--- src/rtl/pe_array_seq.sv ---
// Operand sequencer for a ROWS x COLS systolic multiply array: streams K operand
// vectors from the A/B RAMs, skews them onto the array edges and sequences fill, drain and completion.

module pe_skew_lane #(
  parameter int DEPTH = 0
) (
  input  logic       clk,
  input  logic       rst_n,
  input  logic       vld_i,
  input  logic [7:0] data_i,
  output logic       vld_o,
  output logic [7:0] data_o
);
  if (DEPTH == 0) begin : g_direct
    // Lane 0 forwards the RAM return directly but still holds its last word when idle.
    logic [7:0] hold_q;
    always_ff @(posedge clk) begin
      if (rst_n)      hold_q <= '0;
      else if (vld_i) hold_q <= data_i;
    end
    assign vld_o  = vld_i;
    assign data_o = vld_i ? data_i : hold_q;
  end else begin : g_skew
    logic [DEPTH-1:0] v_q;
    logic [7:0]       d_q [DEPTH];
    always_ff @(posedge clk) begin
      if (rst_n) begin
        v_q <= '0;
        for (int j = 0; j < DEPTH; j++) d_q[j] <= '0;
      end else begin
        v_q[0] <= vld_i;
        if (vld_i) d_q[0] <= data_i;
        for (int j = 1; j < DEPTH; j++) begin
          v_q[j] <= v_q[j-1];
          if (v_q[j-1]) d_q[j] <= d_q[j-1];
        end
      end
    end
    assign vld_o  = v_q[DEPTH-1];
    assign data_o = d_q[DEPTH-1];
  end
endmodule

module pe_array_seq #(
  parameter int ROWS        = 4,
  parameter int COLS        = 4,
  parameter int K_W         = 8,
  parameter int ADDR_W      = 8,
  parameter int DRAIN_EXTRA = 2
) (
  input  logic              clk,
  input  logic              rst_n,
  input  logic              start,
  input  logic [K_W-1:0]    k_len,
  input  logic [ADDR_W-1:0] a_base,
  input  logic [ADDR_W-1:0] b_base,
  output logic              a_rd_en,
  output logic [ADDR_W-1:0] a_rd_addr,
  input  logic [ROWS*8-1:0] a_rd_data,
  output logic              b_rd_en,
  output logic [ADDR_W-1:0] b_rd_addr,
  input  logic [COLS*8-1:0] b_rd_data,
  output logic [ROWS-1:0]   row_vld,
  output logic [ROWS*8-1:0] row_data,
  output logic [COLS-1:0]   col_vld,
  output logic [COLS*8-1:0] col_data,
  output logic              pe_en,
  input  logic              array_doing,
  output logic              busy,
  output logic              done,
  output logic [2:0]        dbg_state
);
  localparam int DRAIN_N = ROWS + COLS + DRAIN_EXTRA;
  localparam int DRAIN_W = $clog2(DRAIN_N + 1);

  typedef enum logic [2:0] {
    S_IDLE  = 3'd0,
    S_FETCH = 3'd1,
    S_DRAIN = 3'd2,
    S_WAIT  = 3'd3,
    S_DONE  = 3'd4
  } state_t;

  state_t              state_q, state_d;
  logic [K_W-1:0]      idx_q, idx_d;
  logic [K_W-1:0]      k_q, k_d;
  logic [DRAIN_W-1:0]  drain_q, drain_d;
  logic [ADDR_W-1:0]   a_base_q, a_base_d;
  logic [ADDR_W-1:0]   b_base_q, b_base_d;
  logic                a_vld_q, b_vld_q;
  logic                fetch;

  always_ff @(posedge clk) begin
    if (rst_n) begin
      state_q  <= S_IDLE;
      idx_q    <= '0;
      k_q      <= '0;
      drain_q  <= '0;
      a_base_q <= '0;
      b_base_q <= '0;
      a_vld_q  <= 1'b0;
      b_vld_q  <= 1'b0;
    end else begin
      state_q  <= state_d;
      idx_q    <= idx_d;
      k_q      <= k_d;
      drain_q  <= drain_d;
      a_base_q <= a_base_d;
      b_base_q <= b_base_d;
      a_vld_q  <= a_rd_en;
      b_vld_q  <= b_rd_en;
    end
  end

  always_comb begin
    state_d  = state_q;
    idx_d    = idx_q;
    k_d      = k_q;
    drain_d  = drain_q;
    a_base_d = a_base_q;
    b_base_d = b_base_q;
    case (state_q)
      S_IDLE: begin
        if (start) begin
          if (k_len != '0) begin
            k_d      = k_len;
            a_base_d = a_base;
            b_base_d = b_base;
            idx_d    = '0;
            state_d  = S_FETCH;
          end else begin
            state_d  = S_DONE;
          end
        end
      end
      S_FETCH: begin
        if (idx_q == k_q - K_W'(1)) begin
          drain_d = '0;
          state_d = S_DRAIN;
        end else begin
          idx_d = idx_q + K_W'(1);
        end
      end
      // Drain covers the skew depth of both edges plus the PE/result pipe.
      S_DRAIN: begin
        if (drain_q == DRAIN_W'(DRAIN_N - 1)) state_d = S_WAIT;
        else                                  drain_d = drain_q + DRAIN_W'(1);
      end
      S_WAIT:  if (!array_doing) state_d = S_DONE;
      S_DONE:  state_d = S_IDLE;
      default: state_d = S_IDLE;
    endcase
  end

  assign fetch     = (state_q == S_FETCH);
  assign a_rd_en   = fetch;
  assign b_rd_en   = fetch;
  assign a_rd_addr = fetch ? a_base_q + ADDR_W'(idx_q) : '0;
  assign b_rd_addr = fetch ? b_base_q + ADDR_W'(idx_q) : '0;
  assign pe_en     = (state_q == S_FETCH) || (state_q == S_DRAIN) || (state_q == S_WAIT);
  assign busy      = (state_q != S_IDLE) && (state_q != S_DONE);
  assign done      = (state_q == S_DONE);
  assign dbg_state = state_q;

  for (genvar r = 0; r < ROWS; r++) begin : g_row
    pe_skew_lane #(.DEPTH(r)) u_lane (
      .clk    (clk),
      .rst_n  (rst_n),
      .vld_i  (a_vld_q),
      .data_i (a_rd_data[8*r +: 8]),
      .vld_o  (row_vld[r]),
      .data_o (row_data[8*r +: 8])
    );
  end

  for (genvar c = 0; c < COLS; c++) begin : g_col
    pe_skew_lane #(.DEPTH(c)) u_lane (
      .clk    (clk),
      .rst_n  (rst_n),
      .vld_i  (b_vld_q),
      .data_i (b_rd_data[8*c +: 8]),
      .vld_o  (col_vld[c]),
      .data_o (col_data[8*c +: 8])
    );
  end
endmodule

--- config.mk ---
export PLATFORM = sky130hd
export DESIGN_NAME = pe_array_seq
export DESIGN_NICKNAME = d
export VERILOG_FILES = /design/src/rtl/pe_array_seq.sv
export SDC_FILE = /design/constraint.sdc
export NUM_CORES = 1
export LEC_CHECK = 0
export BUFFER_PORTS_ARGS = -buffer_cell sky130_fd_sc_hd__buf_4
export CORE_MARGIN = 1.5
export CORE_UTILIZATION = 33
export CTS_BUF_LIST = sky130_fd_sc_hd__clkbuf_16
export DETAILED_ROUTE_END_ITERATION = 8
export PLACE_DENSITY_LB_ADDON = 0.12
export RECOVER_POWER = 25
export SLEW_MARGIN = 10
export SYNTH_ARGS = -nofsm -noshare
export SYNTH_HDL_FRONTEND = slang
export SYNTH_HIERARCHICAL = 1
export SYNTH_SLANG_ARGS = --single-unit
--- constraint.sdc ---
create_clock -name clk -period 4.5 [get_ports clk]
set_input_delay 0 -clock clk [delete_from_list [all_inputs] [get_ports clk]]
set_output_delay 0 -clock clk [all_outputs]
set_load 0.02 [all_outputs]
# Yosys cells after proc, flatten, opt, wreduce, memory -nomap -nowiden
# Memories as Yosys holds them, arrays and structs flattened.
# Index checks and enable logic that the tools add are counted.
# Widths: inputs -> output; s select.
dict set report op_classes {
  reduce_logical 14
  eq_ne 14
  addsub 5
  mux 54
  bitwise 10
}
# cell n
set ops {}
lappend ops {{$mux 8} 19}
lappend ops {{$mux 1} 25}
lappend ops {{$add 8x8->8} 2}
lappend ops {{$pmux 8 s2} 1}
lappend ops {{$reduce_or 8->1} 2}
lappend ops {{$mux 3} 5}
lappend ops {{$ne 2x2->1 const B} 6}
lappend ops {{$pmux 3 s4} 1}
lappend ops {{$or 1x1->1} 10}
lappend ops {{$add 8x1->8 const B} 1}
lappend ops {{$eq 8x8->1} 1}
lappend ops {{$mux 4} 2}
lappend ops {{$pmux 4 s2} 1}
lappend ops {{$reduce_and 4->1} 2}
lappend ops {{$reduce_bool 8->1} 1}
lappend ops {{$sub 8x1->8 const B} 1}
lappend ops {{$eq 3x2->1 const B} 2}
lappend ops {{$reduce_and 3->1} 2}
lappend ops {{$add 4x1->4 const B} 1}
lappend ops {{$eq 4x4->1 const B} 1}
lappend ops {{$reduce_bool 2->1} 2}
lappend ops {{$eq 3x1->1 const B} 1}
lappend ops {{$eq 3x3->1 const B} 1}
lappend ops {{$logic_not 3->1} 1}
lappend ops {{5 further kinds} 6}
dict set report totals {
  memories 6
  ff_bits 67
  wordCells 117
  output_inout_bits 96
  ram_bits 96
}
# name depth word_bits rd rd_clocked_by_memory_dff wr line_no
set memory_table {}
lappend memory_table {{g_col[3].u_lane.g_skew.d_q} 3 8 3 0 3 25} ;# logic [7:0] d_q [DEPTH];
lappend memory_table {{g_row[3].u_lane.g_skew.d_q} 3 8 3 0 3 25}
lappend memory_table {{g_col[2].u_lane.g_skew.d_q} 2 8 2 0 2 25}
lappend memory_table {{g_row[2].u_lane.g_skew.d_q} 2 8 2 0 2 25}
lappend memory_table {{g_col[1].u_lane.g_skew.d_q} 1 8 1 0 1 25}
lappend memory_table {{g_row[1].u_lane.g_skew.d_q} 1 8 1 0 1 25}

# Logic depth before layout (Yosys ltp)
dict set report logic_depth {
  ltp_word 5
  ltp_mapped 9
  ltp_nobuf 9
}

# By module
# The synthesis kept the hierarchy.
# module area_per_inst_um2 cells_each n_inst
set by_module_without_submodules {}
lappend by_module_without_submodules {pe_array_seq 2567.5 330 1}
lappend by_module_without_submodules {{pe_skew_lane at g_col[3].u_lane ...} 1114.8 71 2}
lappend by_module_without_submodules {{pe_skew_lane at g_col[2].u_lane ...} 774.5 48 2}
lappend by_module_without_submodules {{pe_skew_lane at g_col[0].u_lane ...} 349.1 26 2}
lappend by_module_without_submodules {{pe_skew_lane at g_col[1].u_lane ...} 342.8 19 2}

# Worst setup path before layout
# Ideal clock, no wire load.
dict set report synth_path {
  kind {reg-to-reg}
  from {register k_q[0]}
  to {register drain_q[0]}
  t_arrival_ns 2.300
  setup_ns 0.123
  path_buffers 0
  stages_incl_launch_ff 10
  setup_slack_ns 2.077
  path_cell_list {dfxtp_1 > inv_1 > ha_1 > nor2b_1 > or3_1 > a31oi_1 > or3b_1 > o21ai_4 > nand2_2 > mux2_1}
}
dict set report synth_between {
  elab_chain_len 4
}
# element line_no
set synth_rtl {}
lappend synth_rtl {{from (decl)} 86} ;# logic [K_W-1:0] k_q, k_d;
lappend synth_rtl {{from (signal assigned)} 106} ;# k_q <= k_d;
lappend synth_rtl {{$sub 8x1->8} 137} ;# if (idx_q == k_q - K_W'(1)) begin
lappend synth_rtl {{$eq 8x8->1} 137}
lappend synth_rtl {{$ne 2x1->1 (no source line)} --}
lappend synth_rtl {{$reduce_and 3->1 (no source line)} --}
lappend synth_rtl {{to (signal assigned)} 107} ;# drain_q <= drain_d;
lappend synth_rtl {{to (decl)} 87} ;# logic [DRAIN_W-1:0] drain_q, drain_d;
# No other way between the ends.
# A chain may end at the register's enable or synchronous reset.

# Worst setup path in the final report
dict set report layout_path {
  from {register idx_q[1]}
  to {output b_rd_addr[7]}
}
dict set report layout_between {
  elab_chain_len 2
}
# element line_no
set layout_rtl {}
lappend layout_rtl {{from (decl)} 85} ;# logic [K_W-1:0] idx_q, idx_d;
lappend layout_rtl {{from (signal assigned)} 105} ;# idx_q <= idx_d;
lappend layout_rtl {{$add 8x8->8} 159} ;# assign b_rd_addr = fetch ? b_base_q + ADDR_W'(idx_q) : '0;
lappend layout_rtl {{$mux 8} 159}
lappend layout_rtl {{to (decl)} 61} ;# output logic [ADDR_W-1:0] b_rd_addr,
# No other way between the ends.

==> impl_metrics.toml <==
[logic_synthesis]
synth_seq_cells = 164
ys_warn_count = 6
syn-cell-area_um2 = 7730
ys_seq_area_frac = 0.5490
yosysTopAreaCell = "edfxtp_1"
synth_edf_count = 96
synthCells = 658
synth.avg_cell_area_um2 = 11.75
synth_top_area_frac = 0.3729
ys.flop_type = "edfxtp_1"
synth-async-reset-ratio = 0
synth_area_leaders = "edfxtp_1 (37%), dfxtp_1 (18%), nor3b_1 (4.5%)"
yosysUniqueCellTypes = 61
synth_nets = 770

[global_routing]
grt_pass1_vias = 5696
grt_pass1_wl_mm = 28.23
grt_use_total = 0.1495
antenna_found_initial = 0
grt_start_max_net_pins = 89
grt.overflow.total = 0

[cts]
cts.sinks = 164
htree_levels = 4
cts_made_buffers = 17
cts_tree = "done"
clkTransAtPathRegs_ns = 0.07
cts_root_buf = "clkbuf_16"
clock_latency_ns = 0.42
cts_buffer_depth = 2
cts.repair.resized = 0

[final_layout]
fill_cells = 2119
nets = 1010
drive_above_1_share = 0.2613
final_cell_mix = "buf_4 (134), edfxtp_1 (96), dlygate4sd3_1 (91)"
postLayoutCellArea_um2 = 10410
diodes = 0
layout_commonest_cell = "buf_4"
area_delta_synth_final_pct = 34.72

[run_status]
outcome = "completed"

[critical_path]
cpPeakStageDelay_ns = 0.57
end_kind = "primary output"
cp_cell_sequence = "ha_1, a21o_1, a21oi_1, nor2b_1, o21a_1, o41ai_1, xnor2_1, nor2_1, buf_4"
startpoint_type = "register"
critPathBufInv = 1
crit_family = "compound AO/OA/AOI/OAI gates"
regToRegEndpoint = "drain_q[1]"
crit_slowest_cell = "dfxtp_1"
reg2reg_depth = 9
timing.rr.start = "k_q[0]"
critPathKind = "register to primary output"
rrSetupSlack_ns = 1.85
required_ns = 4.50
cp_max_fo = 8
crit_arrival_ns = 2.74

[pwr]
seqPwrFrac = 0.467
internal_power_mw = 2.697
swShare = 0.2630
p_per_area_nw_per_um2 = 351.4
switching_power_mw = 0.9627
clockPowerShare = 0.399
p_leak_nw = 4.274
power_frac_comb = 0.134
ir_drop_mv = 0.1842

[floorplanning]
start_util = 0.3394
dieArea_um2 = 24350
std_cell_rows = 55
coreArea_um2 = 22780
die_w_um = 156.1
top_level_ports = 188
fp.dieH_um = 156.1

[timing]
min_period_ns = 2.744
finalMaxSlewViolations = 0
max_clock_freq_mhz = 364.4
finClkSkew_ns = 0.01536
tns_ns = 0
tightest_slew_ns = 1.300
rsz0062_at_grt = "false"
setup_viol = 0
slew_headroom = 0.1333
hold_viol = 0
finalCritPeriodShare = 0.6098
timing.hold.ws_ns = 0.1772

[route]
drt_iter0_drc = 215
drc = 0
firstDrtPassIters = 4
wl_per_cell_um = 14.63
vias_per_cell = 4.543
ant_nets = 0
vias = 5561
drt_wl_total_mm = 17.91

[min_path]
hp-start = "rst_n"
hold_end = "g_col[0].u_lane/g_direct.hold_q[1]"
hold_depth = 2
hp-class = "input port to register"

[placement]
dp_hpwl_mm = 12.04
portBuffers = 187
gp_congestion = 0.8014
place_area_um2 = 9131

[job]
cap_violations = 0
[cells in the mapped netlist, drive strengths merged (4+ instances only)]
master and count:
and2b 4, or3 6, edfxtp 96, nand2 59
and2 34, a21o 8, and3b 17, and3 6
or4 4, buf 46, inv 8, o21ai 10
dfxtp 68, nand2b 6, nor3b 48, xnor2 10
mux2 18, or2 13, nor2 35, nor2b 34
clkbuf 16, nor3 12, a21oi 35, xor2 13
ha 18
[through the flow]
stage / util / setup WS [ns] / total power [mW] / std cells
finish: 0.4572 / 1.756 / 3.660 / 1224
global route: 0.4572 / 1.516 / 3.824 / 1224
CTS: 0.4668 / 1.698 / 3.739 / 1224
detailed placement: 0.4009 / 1.846 / 2.193 / 1101
global placement: 0.4009 / 1.933 / 2.183 / 1101
floorplan: - / 2.077 / 2.030 / 658
[cells by family after synthesis]
logic type / synth area share
compound gates: 0.06637
xor+xnor: 0.02606
fa+ha+maj: 0.03432
buf+inv: 0.06054
flops: 0.5490
mux: 0.03399
simple gates: 0.2297
[worst max path at each step]
stage | startpoint | end | slack (ns) | depth (start not counted)
3_3_place_gp | k_q[0] | drain_q[1] | 1.93 | 9
2_1_floorplan | k_q[0] | drain_q[0] | 2.08 | 9
4_1_cts | idx_q[1] | b_rd_addr[7] | 1.70 | 9
6_report | idx_q[1] | b_rd_addr[7] | 1.76 | 9
5_1_grt | idx_q[1] | b_rd_addr[7] | 1.52 | 9
3_5_place_dp | k_q[0] | drain_q[1] | 1.85 | 9
[worst reg2reg max path: stages (launching register included)]
cell and delay (ns):
dfxtp_1 0.42, inv_1 0.07, ha_1 0.28, nor2b_1 0.16, or3_1 0.34, a31oi_1 0.19
or3b_1 0.44, o21ai_4 0.22, nand2_2 0.09, mux2_1 0.33
[registers in the layout, summed over array words and instances (netlist names), 8 cells and up]
name	count
g_row.u_lane/g_skew.d_q	48
idx_q	8
g_col.u_lane/g_skew.d_q	48
b_base_q	8
g_col.u_lane/g_direct.hold_q	8
k_q	8
a_base_q	8
g_row.u_lane/g_direct.hold_q	8
[final cells by class]
type                            count  area, µm²  share of cell area
Timing Repair Buffer              283       2135              0.2050
Sequential cell                   164       4244              0.4075
Inverter                            8      30.03            0.002884
Clock buffer                       17      425.4             0.04085
Multi-Input combinational cell    424       3023              0.2903
Clock inverter                     15      165.2             0.01586
Tap cell                          313      391.6             0.03761
[routing by layer]
metal,GRT usage,share of wire,vias to the layer above,routed length [µm]
met4,0.06304,0.024,0,429
met5,0,0,-,0
li1,-,-,2757,-
met3,0.04028,0.056,31,996
met2,0.2605,0.50,174,8936
met1,0.1728,0.42,2599,7549
[power groups by stage]
| stage | clock network (mW) | logic [mW] | registers [mW] |
|---|---|---|---|
| 2_1_floorplan | 0 | 0.286 | 1.74 |
| 3_3_place_gp | 0 | 0.442 | 1.74 |
| 3_5_place_dp | 0 | 0.449 | 1.74 |
| 4_1_cts | 1.51 | 0.516 | 1.71 |
| 5_1_grt | 1.57 | 0.534 | 1.72 |
| 6_report | 1.46 | 0.490 | 1.71 |
[timing repair]
| action | 4_1_cts | 5_1_grt |
|---|---|---|
| buffers inserted | 0 | 0 |
| endpoints found under the hold margin | 90 | 0 |
| hold buffers | 91 | 0 |
(Power assumes the default switching activity.)
